`src/rtl/alu_arbiter.sv`:
```
// Round-robin arbiter sharing one ALU between two requesters. Accepts one
// operation at a time, waits ALU_LAT cycles, then returns a tagged response.
module alu_arbiter #(
  parameter int ALU_LAT = 1,
  parameter int W       = 7
) (
  input  logic         clk,
  input  logic         rst_n,
  input  logic         req0,
  input  logic [W-1:0] a0,
  input  logic [W-1:0] b0,
  input  logic [2:0]   op0,
  output logic         ack0,
  input  logic         req1,
  input  logic [W-1:0] a1,
  input  logic [W-1:0] b1,
  input  logic [2:0]   op1,
  output logic         ack1,
  output logic [W-1:0] alu_a,
  output logic [W-1:0] alu_b,
  output logic [2:0]   alu_op,
  input  logic [W-1:0] alu_result,
  input  logic [3:0]   alu_flags,
  output logic         rsp_valid,
  output logic         rsp_id,
  output logic [W-1:0] rsp_result,
  output logic [3:0]   rsp_flags,
  output logic         busy,
  output logic [7:0]   op_count
);

  // Handshake: a requester holds reqN high with stable operands until ackN
  // pulses for one cycle; the operands are latched on that same edge.
  typedef enum logic {IDLE = 1'b0, EXEC = 1'b1} state_t;

  state_t       state_q, state_d;
  logic [W-1:0] alu_a_q, alu_a_d;
  logic [W-1:0] alu_b_q, alu_b_d;
  logic [2:0]   alu_op_q, alu_op_d;
  logic         ack0_q, ack0_d;
  logic         ack1_q, ack1_d;
  logic         rsp_valid_q, rsp_valid_d;
  logic         rsp_id_q, rsp_id_d;
  logic [W-1:0] rsp_result_q, rsp_result_d;
  logic [3:0]   rsp_flags_q, rsp_flags_d;
  logic [7:0]   op_count_q, op_count_d;
  logic         last_id_q, last_id_d;
  logic         id_q, id_d;
  logic [2:0]   cnt_q, cnt_d;
  logic         grant1;

  always_comb begin
    state_d      = state_q;
    alu_a_d      = alu_a_q;
    alu_b_d      = alu_b_q;
    alu_op_d     = alu_op_q;
    ack0_d       = 1'b0;
    ack1_d       = 1'b0;
    rsp_valid_d  = 1'b0;
    rsp_id_d     = rsp_id_q;
    rsp_result_d = rsp_result_q;
    rsp_flags_d  = rsp_flags_q;
    op_count_d   = op_count_q;
    last_id_d    = last_id_q;
    id_d         = id_q;
    cnt_d        = cnt_q;
    // Port 1 wins when alone, or when both ask and port 0 was served last.
    grant1       = req1 && (!req0 || (last_id_q == 1'b0));

    case (state_q)
      IDLE: begin
        if (req0 || req1) begin
          alu_a_d   = grant1 ? a1 : a0;
          alu_b_d   = grant1 ? b1 : b0;
          alu_op_d  = grant1 ? op1 : op0;
          last_id_d = grant1;
          id_d      = grant1;
          ack0_d    = !grant1;
          ack1_d    = grant1;
          cnt_d     = 3'(ALU_LAT);
          state_d   = EXEC;
        end
      end
      EXEC: begin
        if (cnt_q == 3'd1) begin
          rsp_result_d = alu_result;
          rsp_flags_d  = alu_flags;
          rsp_id_d     = id_q;
          rsp_valid_d  = 1'b1;
          op_count_d   = (op_count_q == 8'hFF) ? op_count_q : op_count_q + 8'd1;
          cnt_d        = 3'd0;
          state_d      = IDLE;
        end else begin
          cnt_d = cnt_q - 3'd1;
        end
      end
      default: state_d = IDLE;
    endcase
  end

  always_ff @(posedge clk or negedge rst_n) begin
    if (!rst_n) begin
      state_q      <= IDLE;
      alu_a_q      <= '0;
      alu_b_q      <= '0;
      alu_op_q     <= '0;
      ack0_q       <= 1'b0;
      ack1_q       <= 1'b0;
      rsp_valid_q  <= 1'b0;
      rsp_id_q     <= 1'b0;
      rsp_result_q <= '0;
      rsp_flags_q  <= '0;
      op_count_q   <= '0;
      last_id_q    <= 1'b1;
      id_q         <= 1'b0;
      cnt_q        <= '0;
    end else begin
      state_q      <= state_d;
      alu_a_q      <= alu_a_d;
      alu_b_q      <= alu_b_d;
      alu_op_q     <= alu_op_d;
      ack0_q       <= ack0_d;
      ack1_q       <= ack1_d;
      rsp_valid_q  <= rsp_valid_d;
      rsp_id_q     <= rsp_id_d;
      rsp_result_q <= rsp_result_d;
      rsp_flags_q  <= rsp_flags_d;
      op_count_q   <= op_count_d;
      last_id_q    <= last_id_d;
      id_q         <= id_d;
      cnt_q        <= cnt_d;
    end
  end

  assign alu_a      = alu_a_q;
  assign alu_b      = alu_b_q;
  assign alu_op     = alu_op_q;
  assign ack0       = ack0_q;
  assign ack1       = ack1_q;
  assign rsp_valid  = rsp_valid_q;
  assign rsp_id     = rsp_id_q;
  assign rsp_result = rsp_result_q;
  assign rsp_flags  = rsp_flags_q;
  assign op_count   = op_count_q;
  assign busy       = (state_q == EXEC);

endmodule

```
`config.mk`:
```
export PLATFORM = sky130hd
export DESIGN_NAME = alu_arbiter
export DESIGN_NICKNAME = d
export VERILOG_FILES = /design/src/rtl/alu_arbiter.sv
export SDC_FILE = /design/constraint.sdc
export NUM_CORES = 1
export LEC_CHECK = 0
export BUFFER_PORTS_ARGS = -buffer_cell sky130_fd_sc_hd__buf_4
export CAP_MARGIN = 20
export CORE_UTILIZATION = 45
export CTS_BUF_LIST = sky130_fd_sc_hd__clkbuf_8
export CTS_CLUSTER_SIZE = 24
export DETAILED_ROUTE_END_ITERATION = 12
export GPL_TIMING_DRIVEN = 0
export PLACE_DENSITY = 0.77
export SETUP_SLACK_MARGIN = 0.02
export SLEW_MARGIN = 20
export SYNTH_ARGS = -nofsm -noshare
export SYNTH_HDL_FRONTEND = slang
export SYNTH_SLANG_ARGS = --single-unit
```
`constraint.sdc`:
```
create_clock -name clk -period 2.1 [get_ports clk]
set_input_delay 0.42 -clock clk [delete_from_list [all_inputs] [get_ports clk]]
set_output_delay 0.42 -clock clk [all_outputs]
set_load 0.05 [all_outputs]
```
-- Yosys cells after proc, flatten, opt, wreduce, memory -nomap -nowiden
Cells that the tools add are included.
W data, S select, Z words.
- register bits after elaboration: 46
- input bits: 49
- output and inout bits: 41
- logic and storage cells: 45
- $add $sub $neg: 2
- equality and inequality tests: 3
- mux-type cells: 15
- bitwise logic cells: 3
- reductions and logical operators: 8
- operators by type and width (cell ; count):
    $mux W7 ; 2
    $mux W3 ; 3
    $add A8 B1 Y8 const B ; 1
    $eq A8 B8 Y1 const B ; 1
    $mux W1 ; 8
    $pmux W3 S2 ; 1
    $reduce_and A2 Y1 ; 2
    $eq A3 B1 Y1 const B ; 1
    $not A1 Y1 ; 3
    $reduce_and A3 Y1 ; 1
    $sub A3 B1 Y3 const B ; 1
    $logic_not A1 Y1 ; 2
    $logic_or A1 B1 Y1 ; 2
    $ne A2 B2 Y1 const B ; 1
    $pmux W1 S2 ; 1
    $logic_and A1 B1 Y1 ; 1

-- Logic depth before layout (Yosys ltp)
- depth in word-level cells: 6
- depth in mapped cells: 7
- gate-level depth less buffers: 6

-- Least setup slack after synthesis
No wires, ideal clock.
- kind: register to register
- start point: register op_count_q[0] (netlist: op_count[0])
- end point: register op_count_q[1] (netlist: op_count[1])
- library setup time: 125 ps
- data arrival time: 1706 ps
- required time: 1975 ps
- slack: 269 ps
- stages on the path, launching flop included: 5
- buffers on the path: 0
- period minus slack after synthesis: 1831 ps
- path through: dfrtp_1 > ha_1 > nand3_1 > o21ai_4 > mux2_2
- longest elaborated chain between the ends: 3
- elaborated cells on any way between the ends: 4
- classes of those cells: 1 x add/sub; 1 x eq/ne; 1 x bitwise; 1 x reduce/logical
- ends and longest elaborated chain (what ; RTL line ; text):
    start: declaration ; 46 ; logic [7:0] op_count_q, op_count_d;
    start signal: assignment ; 128 ; op_count_q <= op_count_d;
    parallel branches: the longest is 3 deep, another holds $add A8 B1 Y8 ; - ;
Parallel ways; which one is timed is not known.
A chain may end at the register's enable or synchronous reset.

-- Worst setup path in the final report
- start point: register cnt_q[1]
- end point: register rsp_flags_q[1] (netlist: rsp_flags[1])
- longest elaborated chain between the ends: 2
- ends and longest elaborated chain (what ; RTL line ; text):
    start: declaration ; 49 ; logic [2:0] cnt_q, cnt_d;
    start signal: assignment ; 131 ; cnt_q <= cnt_d;
    $eq A3 B1 Y1 ; 85 ; if (cnt_q == 3'd1) begin
    $reduce_and A2 Y1 (no line) ; - ;
    end signal: assignment ; 127 ; rsp_flags_q <= rsp_flags_d;
    end: declaration ; 45 ; logic [3:0] rsp_flags_q, rsp_flags_d;
Every way passes these cells.

==> metrics.md <==
| Metric | Value |
|---|---|
| Max Freq | `around 610 MHz` |
| Final core occ | `between 60% and 70%` |
| Remaining DRCs | `0` |
| Die area | `0.004659 sq mm` |
| Internal Pwr Total | `around 2.5 mW` |
| Top Ports | `90` |
| CTS Sinks | `46` |
| Final Wtd Congestion | `approximately 0.73` |
| Synth Area in Compound Gates | `8.423%` |
| Simple-Gate Fraction of Synth Area | `under 10%` |
| Routed vias | `~1500` |
| Fill cells | `337` |
| Register area share after synthesis | `a little under 60%` |
| RSZ-0062 raised after global routing | `no` |
| Reg2reg end | `rsp_flags[1]$_DFFE_PN0P_` |
| R2R cell count | `6` |
| Startpoint types | `register` |
| M3 GR Usage | `under 10%` |
| Port buffer count | `between 80 and 90` |
| Initial antenna violation count | `0` |
| Syn. warnings | `0` |
| Layout cells sized above 1 | `between 40% and 50%` |
| Power Density | `around 1800 mW/mm^2` |
| Status | `complete, no violations` |
| Gate power share | `a little under 60%` |
| Post-CTS Setup Repair Bufs | `0` |
| Area of the multi-input gates | `around 750 sq um` |
| Net Sw Frac | `just under 50%` |
| LEAKAGE | `roughly 1.4 nW` |
| TritonCTS clock tree | `yes` |
| DRT iter0 DRCs | `24` |
| Clock group share of total power | `roughly a tenth` |
| CTS max path bufs | `2` |
| Met1 Usage GRT | `22.78%` |
| Fin crit share | `~80%` |
| Worst-margin pin slew | `about 0.58 ns` |
| Max_slew headroom | `61.59%` |
| Met2 Track Usage GR | `between 30% and 40%` |
| Root Driver | `clkbuf_8` |
| Arrival time worst endpoint | `around 1.8 ns` |
| Routed wire length | `~4300 microns` |
| GRT busiest layer | `met2` |
| Register Area | `between 0.001 and 0.0015 sq mm` |
| Ant. Diodes | `0` |
| Net Sw Power | `~2.4 mW` |
| Dpl hpwl | `approximately 3300 microns` |
| Setup CP Type | `register to register` |
| Hold Crit Class | `primary input to asynchronous set/reset pin` |
| Core area | `slightly above 0.004 sq mm` |
| Clock buffer count from CTS | `5` |
| Mean post-synth cell area | `between 10 and 15 sq um` |
| Sequential share of power | `a little under a third` |
| Layout net count | `~310` |
| H-Tree Depth | `2` |
| Max-cap viol count | `0` |
| Wire per inst | `between 10 and 15 microns` |
| Cell variety after synth | `29` |
| R2R Setup Slk | `about 0.45 ns` |
| Dpl ws | `~0.45 ns` |
| Post-route ant nets | `0` |
| Later-pin clock latency in the skew report | `0.30 ns` |
| Largest family of logic cells by synthesized area | `multiplexers` |
| Number of global-route vias before repair | `around 1500` |
| Post_cts resized | `0` |
| Synth Net Count | `around 220` |
| Synth-to-layout area growth | `40.98%` |
| Avg Vias per Cell | `about 5.0` |
| Largest cells by area after synthesis | `dfrtp_1 57%, mux2i_1 7.6%, mux2_2 7.4%` |
| Largest fanout on the critical path | `10` |
| Post-synthesis mux area share | `around 15%` |
| Final worst path period need | `1.653 ns` |
| Largest net degree at the start of global routing | `47` |
| First-pass GRT wire length | `6755 microns` |
| Global route total overflow | `0` |
| Worst EP required | `between 2 and 2.5 ns` |
| Num rows | `23` |
| Initial Util | `between 40 and 50%` |
| CTS Hold Buffers Added | `0` |
| Final Skew | `about 0.0095 ns` |
| Register bit total from synthesis | `between 40 and 50` |
| DR pass1 iterations | `4` |
| Post-synthesis xor/xnor area fraction | `about 3.1%` |
| Yosys top cell area share | `about 57%` |
| Overall Global Routing Usage | `approximately a fifth` |
| Final setup margin | `approximately 0.45 ns` |
| DIE HEIGHT | `68.26 microns` |
| Mapped Area | `0.001976 sq mm` |
| Die width | `around 68 microns` |
| Worst R2R Start | `cnt_q[1]$_DFFE_PN0P_` |
| Clock-pin slew on the worst setup and hold paths | `0.08 ns` |
| Slew Viols, Final | `0` |
| Crit path capture type | `register` |
| Final-report setup violation count | `0` |
| Largest area contributor in the netlist | `dfrtp_1` |
| Syn Inst Count | `around 170` |
| Post-Synth Adder-Cell Area | `between 1.5 and 2%` |
| Peak supply drop | `0.9148 mV` |
| Fin Setup TNS | `0 ns` |
| Hold Vio Cnt, Final | `0` |
## worst max-delay path, cell delays in order (launching register included)
cell     delay [ns]
dfrtp_1        0.38
inv_1          0.08
ha_1           0.17
and3b_1        0.18
buf_6          0.13
buf_2          0.23
mux2_2         0.36
## power groups by stage
stage	combinational, mW	sequential [mW]	clock, mW
after global routing	3.02	1.59	0.565
after CTS	2.88	1.55	0.527
final	2.85	1.54	0.508
after floorplan	0.799	2.76	0
after global placement	2.84	1.54	0
after detailed placement	2.88	1.56	0
## worst max path at each step
stage | start | end | cells past startpoint
floorplan | op_count[0]$_DFFE_PN0P_ | op_count[1]$_DFFE_PN0P_ | 4
global placement | cnt_q[1]$_DFFE_PN0P_ | rsp_result[0]$_DFFE_PN0P_ | 6
detailed placement | cnt_q[1]$_DFFE_PN0P_ | rsp_flags[1]$_DFFE_PN0P_ | 6
CTS | cnt_q[1]$_DFFE_PN0P_ | rsp_flags[1]$_DFFE_PN0P_ | 6
global route | cnt_q[1]$_DFFE_PN0P_ | rsp_result[3]$_DFFE_PN0P_ | 6
finish | cnt_q[1]$_DFFE_PN0P_ | rsp_flags[1]$_DFFE_PN0P_ | 6
## placed cells by master, fill, tap and decap left out, drive strengths merged, types with 2 or more instances in the layout
cell type / n
a21oi: 2
buf: 96
clkinv: 2
nand3: 2
xor2: 6
mux2: 13
mux2i: 15
inv: 5
ha: 3
o21ai: 20
nor3: 3
a22oi: 3
clkbuf: 7
nand2: 22
dfrtp: 45
nor2: 7
a21o: 2
## area by class of cell
class                   instances  share of cell area, %
flip-flops and latches         46                  41.37
multi-input cells             106                  27.04
repair buffers                 89                  23.99
clock buffers                   5                  2.471
well taps                      50                  2.246
plain buffers                   9                  1.842
inverters                       5                 0.6739
clock inverters                 2                 0.3594
## kinds of logic after synthesis
logic type      Yosys count
compound gates           28
xor+xnor                  7
fa+ha+maj                 3
buf+inv                  14
flops                    46
mux                      28
simple gates             40
## metal layers
metal	share of wire, %	up-vias
li1	-	757
met1	43	754
met2	52	31
met3	3.6	6
met4	1.2	0
met5	0	-
## cell usage after synthesis
master	n
a21boi_1	1
a21o_1	2
a21oi_1	2
a22oi_1	3
and3b_1	1
buf_2	5
buf_4	1
buf_6	1
clkbuf_1	2
dfrtp_1	45
dfstp_2	1
ha_1	3
inv_1	5
mux2_2	13
mux2i_1	15
nand2_1	22
nand3_1	2
nand4_1	1
nand4b_1	1
nor2_1	7
nor2b_1	1
nor3_1	3
nor4_4	1
o21ai_0	14
o21ai_1	5
o21ai_4	1
or2_1	1
xnor2_1	1
xor2_1	6
## registers in the layout, indices dropped and copies added, names as in the netlist
signal      cells
ack0            1
alu_op          3
alu_a           7
op_count        8
id_q            1
last_id_q       1
busy            1
rsp_flags       4
rsp_id          1
rsp_valid       1
ack1            1
alu_b           7
rsp_result      7
cnt_q           3
## through the flow
step	cell area, sq um	power (mW)	hold WS (ns)	std cells
5_1_grt	2785	5.175	0.1536	312
6_report	2785	4.902	0.1211	312
3_3_place_gp	2706	4.382	0.4605	305
4_1_cts	2785	4.953	0.1365	312
3_5_place_dp	2706	4.439	0.4625	305
2_1_floorplan	1976	3.559	0.1244	166
No activity file was read; power rests on OpenSTA's default activity.
